==> src/rtl/seg_scan_ctrl.sv <==
// seg_scan_ctrl: multiplexed common-anode 7-segment scan controller.
// Scans DIGITS digits from a packed hex word. Display data is double-buffered
// so a new value only takes effect at a frame boundary, which avoids tearing.
`timescale 1ns/1ps

module seg_scan_ctrl #(
    parameter int DIGITS    = 8,
    parameter int TICK_DIV  = 100000,
    parameter int BLANK_CYC = 16
) (
    input  logic                  clk,
    input  logic                  rst,
    input  logic [4*DIGITS-1:0]   data,
    input  logic [DIGITS-1:0]     dp_in,
    input  logic                  load,
    input  logic                  lz_blank,
    input  logic                  enable,
    output logic [DIGITS-1:0]     an,
    output logic [7:0]            seg,
    output logic                  frame_done
);

    localparam int CW = $clog2(TICK_DIV);
    localparam int DW = (DIGITS > 1) ? $clog2(DIGITS) : 1;

    logic [CW-1:0]       cnt;
    logic [DW-1:0]       dig;
    logic                cnt_last;
    logic                boundary;

    logic [4*DIGITS-1:0] shadow_data;
    logic [DIGITS-1:0]   shadow_dp;
    logic [4*DIGITS-1:0] pend_data;
    logic [DIGITS-1:0]   pend_dp;
    logic                pend;

    logic [DIGITS-1:0]   blank_vec;
    logic                zero_above;
    logic [3:0]          nibble;
    logic                dp_cur;
    logic                blank_cur;
    logic [DIGITS-1:0]   an_act;
    logic [DIGITS-1:0]   an_nxt;
    logic [7:0]          seg_nxt;

    assign cnt_last = (cnt == CW'(TICK_DIV - 1));
    assign boundary = cnt_last && (dig == DW'(DIGITS - 1));

    // Font lookup for segments a..g, active low.
    function automatic logic [6:0] font(input logic [3:0] n);
        case (n)
            4'h0: font = 7'b0000001;
            4'h1: font = 7'b1001111;
            4'h2: font = 7'b0010010;
            4'h3: font = 7'b0000110;
            4'h4: font = 7'b1001100;
            4'h5: font = 7'b0100100;
            4'h6: font = 7'b0100000;
            4'h7: font = 7'b0001111;
            4'h8: font = 7'b0000000;
            4'h9: font = 7'b0000100;
            4'hA: font = 7'b0001000;
            4'hB: font = 7'b1100000;
            4'hC: font = 7'b0110001;
            4'hD: font = 7'b1000010;
            4'hE: font = 7'b0110000;
            default: font = 7'b0111000;
        endcase
    endfunction

    // Slot counter and digit index; a digit advances at the end of each slot.
    always_ff @(posedge clk or posedge rst) begin
        if (rst) begin
            cnt <= '0;
            dig <= '0;
        end else if (cnt_last) begin
            cnt <= '0;
            dig <= (dig == DW'(DIGITS - 1)) ? '0 : dig + 1'b1;
        end else begin
            cnt <= cnt + 1'b1;
        end
    end

    // Double buffer: loads park in pending, shadow only changes at the frame edge.
    always_ff @(posedge clk or posedge rst) begin
        if (rst) begin
            shadow_data <= '0;
            shadow_dp   <= '0;
            pend_data   <= '0;
            pend_dp     <= '0;
            pend        <= 1'b0;
        end else if (boundary) begin
            if (load) begin
                shadow_data <= data;
                shadow_dp   <= dp_in;
            end else if (pend) begin
                shadow_data <= pend_data;
                shadow_dp   <= pend_dp;
            end
            pend <= 1'b0;
        end else if (load) begin
            pend_data <= data;
            pend_dp   <= dp_in;
            pend      <= 1'b1;
        end
    end

    // Leading-zero mask: a digit blanks when it and every higher nibble is zero.
    always_comb begin
        zero_above = 1'b1;
        blank_vec  = '0;
        for (int i = DIGITS - 1; i >= 0; i--) begin
            zero_above   = zero_above & (shadow_data[4*i +: 4] == 4'h0);
            blank_vec[i] = lz_blank & (i != 0) & zero_above;
        end
    end

    // Next anode/segment pattern for the current slot, blanking gap first.
    always_comb begin
        nibble    = shadow_data[{dig, 2'b00} +: 4];
        dp_cur    = shadow_dp[dig];
        blank_cur = blank_vec[dig];
        an_act    = ~(DIGITS'(1) << dig);
        an_nxt    = '1;
        seg_nxt   = 8'hFF;
        if (!enable || (cnt < CW'(BLANK_CYC))) begin
            an_nxt  = '1;
            seg_nxt = 8'hFF;
        end else if (blank_cur) begin
            if (dp_cur) begin
                an_nxt  = an_act;
                seg_nxt = 8'b11111110;
            end
        end else begin
            an_nxt  = an_act;
            seg_nxt = {font(nibble), ~dp_cur};
        end
    end

    // Registered pin drivers and the frame-start pulse.
    always_ff @(posedge clk or posedge rst) begin
        if (rst) begin
            an         <= '1;
            seg        <= 8'hFF;
            frame_done <= 1'b0;
        end else begin
            an         <= an_nxt;
            seg        <= seg_nxt;
            frame_done <= boundary;
        end
    end

endmodule

==> config.mk <==
export PLATFORM = sky130hd
export DESIGN_NAME = seg_scan_ctrl
export DESIGN_NICKNAME = d
export VERILOG_FILES = /design/src/rtl/seg_scan_ctrl.sv
export SDC_FILE = /design/constraint.sdc
export NUM_CORES = 1
export LEC_CHECK = 0
export CAP_MARGIN = 20
export CORE_MARGIN = 2
export CORE_UTILIZATION = 45
export DETAILED_ROUTE_END_ITERATION = 10
export DONT_BUFFER_PORTS = 1
export HOLD_SLACK_MARGIN = 0.05
export PLACE_DENSITY_LB_ADDON = 0.3
export REMOVE_ABC_BUFFERS = 1
export SYNTH_ARGS = -nofsm -noshare
export SYNTH_HDL_FRONTEND = slang
export SYNTH_SLANG_ARGS = --single-unit
==> constraint.sdc <==
create_clock -name clk -period 4.3 [get_ports clk]
set_input_delay 0 -clock clk [delete_from_list [all_inputs] [get_ports clk]]
set_output_delay 0 -clock clk [all_outputs]
set_load 0.1 [all_outputs]
After elaboration in Yosys (flattened, before gate mapping)

Memories as Yosys holds them, arrays and structs flattened.
Cells that the tools add are included.

Register bits: 118
ROM bits: 112
Input port bits: 45
Output and inout port bits: 17
Logic and storage cells: 67
Memories: 1

Memories:

| name            | words | bits a word | rd ports | clocked after memory_dff | wr ports | line | text |
|---|---|---|---|---|---|---|---|
| (no name shown) | 16    | 7           | 1        | 0                        | 0        | 51   | `case (n)` |

Add/sub/neg operators: 2
Order comparisons: 2
Equal/unequal tests: 2
Shifts and indexed selects: 2
Multiplexer cells: 18
Bitwise logic cells: 16
Reductions and logical operators: 14

Operators with widths:

| kind                                                                  | number |
|---|---|
| 32-bit 2-to-1 mux                                                     | 2 |
| 8-bit 2-to-1 mux                                                      | 7 |
| 32-bit by 6-bit indexed part select with 4-bit output                 | 1 |
| 4-bit logical NOT                                                     | 7 |
| 17-bit by 1-bit adder with 17-bit output, second input constant       | 1 |
| 17-bit equality test, second input constant                           | 1 |
| 17-bit by 5-bit < comparator with 1-bit output, second input constant | 1 |
| 17-bit 2-to-1 mux                                                     | 1 |
| 1-bit bitwise AND                                                     | 13 |
| 8-bit NOT                                                             | 1 |
| 1-bit by 3-bit left shift with 8-bit output, first input constant     | 1 |
| 1-bit binary-select mux with 3-bit select                             | 2 |
| 1-bit 2-to-1 mux                                                      | 5 |
| 3-bit by 4-bit < comparator with 1-bit output, second input constant  | 1 |
| 2-bit AND reduction                                                   | 2 |
| 2-bit nonzero test                                                    | 2 |
| 3-bit by 1-bit adder with 3-bit output, second input constant         | 1 |
| 3-bit equality test, second input constant                            | 1 |
| 3-bit 2-to-1 mux                                                      | 1 |
| 1-bit NOT                                                             | 2 |
| 1-bit logical AND                                                     | 1 |
| 1-bit logical NOT                                                     | 1 |
| 1-bit logical OR                                                      | 1 |

Logic depth before layout (Yosys ltp)

Word-level depth: 12
Gate-level depth with buffers: 11
Depth with buffers taken out: 9

Least setup slack after synthesis

Ideal clock, no wire load.

Path kind: reg2reg
Start: register dig[0]
End: register seg[4]
Setup time: 0.079 ns
Arrival: 2.052 ns
Required time: 4.221 ns
Setup slack: 2.169 ns
Stages on the path, launching flop included: 8
Buffers on the path: 1
Clock period less this slack: 2.131 ns
Cell sequence: dfrtp_1 > buf_6 > mux4_1 > mux2_2 > inv_1 > ha_1 > o211a_1 > o21ai_0

Word-level cells in the longest chain between the ends: 4
Elaborated cells on any way between the ends: 6
Those cells by class: 1 x shift; 4 x mux; 1 x memory

RTL lines:

| what                                                                                                                      | line     | text |
|---|---|---|
| start: declaration                                                                                                        | 27       | `logic [DW-1:0] dig;` |
| start signal: assignment                                                                                                  | 78       | `dig <= (dig == DW'(DIGITS - 1)) ? '0 : dig + 1'b1;` |
| 32-bit by 6-bit indexed part select with 4-bit output / 1-bit binary-select mux with 3-bit select (equally long branches) | 120, 122 |  |
| memory 16 x 7 bit / 1-bit 2-to-1 mux (equally long branches)                                                              | --       |  |
| 8-bit 2-to-1 mux (*)                                                                                                      | 129      | `end else if (blank_cur) begin` |
| 8-bit 2-to-1 mux (*)                                                                                                      | 126      | `if (!enable \|\| (cnt < CW'(BLANK_CYC))) begin` |
| net seg_nxt[4]                                                                                                            | 44       | `logic [7:0] seg_nxt;` |
| end signal: assignment                                                                                                    | 148      | `seg <= seg_nxt;` |
| end: declaration                                                                                                          | 19       | `output logic [7:0] seg,` |

The timed path passes the listed nets; every way through them passes the cells marked *. The select of a mux whose other input is x is not followed.
A chain may end at the register's enable or synchronous reset.

Worst setup path in the final report

Start: register cnt[0]
End: register pend_data[13]

Word-level cells in the longest chain between the ends: 4

RTL lines:

| what                                 | line | text |
|---|---|---|
| start: declaration                   | 26   | `logic [CW-1:0] cnt;` |
| start signal: assignment             | 80   | `cnt <= cnt + 1'b1;` |
| 17-bit equality test                 | 46   | `assign cnt_last = (cnt == CW'(TICK_DIV - 1));` |
| 1-bit logical AND                    | 47   | `assign boundary = cnt_last && (dig == DW'(DIGITS - 1));` |
| 1-bit NOT (no source line)           | --   |  |
| 2-bit AND reduction (no source line) | --   |  |
| end signal: assignment               | 102  | `pend_data <= data;` |
| end: declaration                     | 33   | `logic [4*DIGITS-1:0] pend_data;` |

Every way passes these cells.

==> results.json <==
{
  "drive_gt1_share_pct": 36.58,
  "final.setup.tns_ps": 0,
  "routed_wl_um": 11080,
  "grt_util_met3_pct": 5.819,
  "crit_path_max_incr_delay_ps": 950,
  "critical-path-top-delay-family": "simple AND/OR/NAND/NOR gates",
  "drt_iter0_markers": 201,
  "layout.core_utilization_pct": 54.08,
  "run_status": "finished clean",
  "pre_cts_ws_ps": 1182,
  "floorplan.initialDensity_pct": 45.87,
  "p_leak_nw": 2.931,
  "portion_of_the_post_synthesis_area_used_by_sequential_elements_pct": 51.78,
  "timing.slew.headroom_pct": 31.24,
  "floorplan.die_area_sq_um": 13680,
  "min_period_over_period_pct": 73.53,
  "dpl_cell_area_sq_um": 5819,
  "mappedNetlistArea_sq_um": 5742,
  "post-dp-hpwl_um": 7182,
  "antenna_found_initial": 0,
  "power.switching_fraction_pct": 22.34,
  "number_of_h_tree_levels": 4,
  "vias_per_cell": 5.347,
  "worstPathArrival_ps": 3450,
  "top_usage_layer": "met2",
  "grt_use_met2_pct": 29.02,
  "maximum_number_of_pins_on_one_net_before_global_route_repair": 81,
  "design.core.area_sq_um": 12520,
  "total_number_of_yosys_warnings": 0,
  "maxCapViolations": 0,
  "syn_avg_cell_area_sq_um": 13.74,
  "power_frac_comb_pct": 6.5,
  "global_route.usage.met1_pct": 22.69,
  "gpl.final_weighted_congestion": 0.8125,
  "setup.worst_path.start_class": "register",
  "clock_power_share_pct": 46.8,
  "cellPowerDensity_nw_per_um2": 379.9,
  "grt_overflow": 0,
  "final-hold-violation-count": 0,
  "tritoncts_num_sinks": 118,
  "holdWs_ps": 169.3,
  "post-layout-total-power_mw": 2.571,
  "cp_slowest_cell": "a21bo_2",
  "grt_pass1_vias": 3639,
  "stdcell_count": 645,
  "cp-end-kind": "register",
  "ys_async_sr_fraction_pct": 100.0,
  "post-place-cells": 569,
  "postLayoutSetupSlackWorst_ps": 1138,
  "nNetsFinal": 518,
  "fin_skew_ps": 9.705,
  "n_antenna_cell": 0,
  "finalMaxSlewViolations": 0,
  "synth.ff_latch_count": 118,
  "drtPass1Iterations": 4,
  "ioPinCount": 62,
  "synth-edff-count": 0,
  "critPathMaxFanout": 40,
  "num_vias": 3449,
  "path_class": "reg -> reg",
  "grt_pass1_wl_um": 18380,
  "worst_ep_required_time_ps": 4590,
  "port_buffers": 0,
  "tightestPinTransition_ps": 1031,
  "cts.clk_slew.worst_paths_ps": 50,
  "finalSetupViolCount": 0,
  "ctsResizeCount": 0,
  "clock.fmax_mhz": 316.3,
  "route.antenna.remaining_nets": 0,
  "rows": 41,
  "hold_path_class": "in -> reg",
  "ctsLongestPathBuffers": 2,
  "time_the_worst_path_needs_with_i_o_delays_and_setup_ps": 3162,
  "switching_power_summed_over_all_nets_mw": 0.5744,
  "regToRegSetupSlack_ps": 1140,
  "synth_flop_cell": "dfrtp_1",
  "timing.critical_path.cells": "ha_1, and4_1, nand2_1, nor3_2, a21bo_2, mux2_2",
  "flow.area_growth_from_synthesis_pct": 17.89,
  "postSynthCellCount": 418,
  "irDropWorstVdd_mv": 0.3192,
  "power_report.internal_total_mw": 1.997,
  "tritoncts": "done",
  "drt_drc_violations_left": 0,
  "grt_usage_pct": 18.05,
  "route.detailed.wl_per_inst_um": 17.17,
  "power_frac_seq_pct": 46.7,
  "die_width_um": 117.0,
  "layout.filler_cells": 1067,
  "clk_latency_ps": 410,
  "root_buffer": "clkbuf_16",
  "finish.instance_area_sq_um": 6769,
  "die_height_um": 117.0,
  "synth.distinct_cells": 45,
  "cts_made_buffers": 17,
  "unrepaired_setup_endpoints_after_global_routing": "false",
  "cp.buffers_inverters": 0
}
## cell families (layout without fill, tap and decap cells)
logic type      count (synthesis)  count (layout)  synth area share (%)
mux                           137             137                 29.55
buf+inv                        33              88                 3.574
compound gates                 21              21                 2.658
xor+xnor                       16              16                 2.441
simple gates                   80              80                 7.169
fa+ha+maj                      13              13                 2.833
flops                         118             118                 51.78
## final timing paths
kind                                    to           start  cells after the start
max reg2reg                  pend_data[13]          cnt[0]                      6
min reg2reg                 shadow_data[0]  shadow_data[0]                      1
min in group asynchronous     shadow_dp[7]             rst                      2
max                          pend_data[13]          cnt[0]                      6
max in group asynchronous    pend_data[12]             rst                      3
min                        shadow_data[23]            load                      3
## layer usage
metal	share of wire [%]	routed length, um
met1	46	5049
met2	50	5522
met3	3.6	402
met4	0.93	103
met5	0	0
## state kept, by name (all words and copies together) (netlist names)
signal / cells
an: 8
shadow_dp: 8
frame_done: 1
pend: 1
seg: 8
shadow_data: 32
dig: 3
pend_dp: 8
pend_data: 32
cnt: 17
## repair_timing
item                                    4_1_cts  5_1_grt
hold buffers                                 44        0
buffers inserted                              0        0
endpoints found under the setup margin        0        0
endpoints found under the hold margin       160        0
## synth_stat cells (4+ instances only)
| master | number | area, sq um |
|---|---|---|
| dfrtp_1 | 102 | 2552 |
| inv_1 | 9 | 33.78 |
| mux2_2 | 118 | 1329 |
| clkbuf_1 | 9 | 33.78 |
| mux4_2 | 4 | 90.09 |
| buf_4 | 4 | 30.03 |
| o221ai_1 | 4 | 35.03 |
| nand3_1 | 16 | 80.08 |
| xor2_1 | 5 | 43.79 |
| buf_6 | 7 | 78.83 |
| dfstp_2 | 16 | 420.4 |
| xnor2_1 | 11 | 96.34 |
| ha_1 | 13 | 162.7 |
| nand2_1 | 18 | 67.56 |
| mux4_1 | 6 | 157.7 |
| nand4_1 | 5 | 31.28 |
| nor2_1 | 14 | 52.55 |
| nor4_1 | 9 | 56.30 |
| o21ai_0 | 4 | 20.02 |
| mux2_1 | 4 | 45.04 |
## final cells by class
type | instances | area [sq um] | share of cell area, %
Clock buffer | 26 | 469.2 | 6.932
Timing Repair Buffer | 46 | 478.0 | 7.061
Tap cell | 172 | 215.2 | 3.179
Inverter | 10 | 40.04 | 0.5915
Clock inverter | 6 | 30.03 | 0.4436
Sequential cell | 118 | 2973 | 43.92
Multi-Input combinational cell | 267 | 2564 | 37.87
## cell usage in the layout (no fill, tap or decap), types with 6 or more instances in the layout
| cell type | n |
|---|---|
| mux2_2 | 118 |
| dfrtp_1 | 102 |
| dlygate4sd3_1 | 43 |
| nand2_1 | 18 |
| clkbuf_16 | 17 |
| nand3_1 | 16 |
| dfstp_2 | 16 |
| nor2_1 | 14 |
| ha_1 | 13 |
| xnor2_1 | 11 |
| nor4_1 | 9 |
| inv_1 | 8 |
| clkbuf_1 | 8 |
| mux4_1 | 6 |
| clkinv_2 | 6 |
## power by group through the flow
stage | sequential (mW) | clock, mW | combinational (mW)
floorplan | 1.21 | 0 | 0.103
global placement | 1.22 | 0 | 0.123
detailed placement | 1.22 | 0 | 0.125
CTS | 1.20 | 1.23 | 0.171
global route | 1.21 | 1.29 | 0.186
finish | 1.20 | 1.20 | 0.168
## worst min-delay path, stage by stage
cell    delay [ps]
buf_12         160
mux2_2         250
mux2_1         110
No activity file was read; power rests on OpenSTA's default activity.
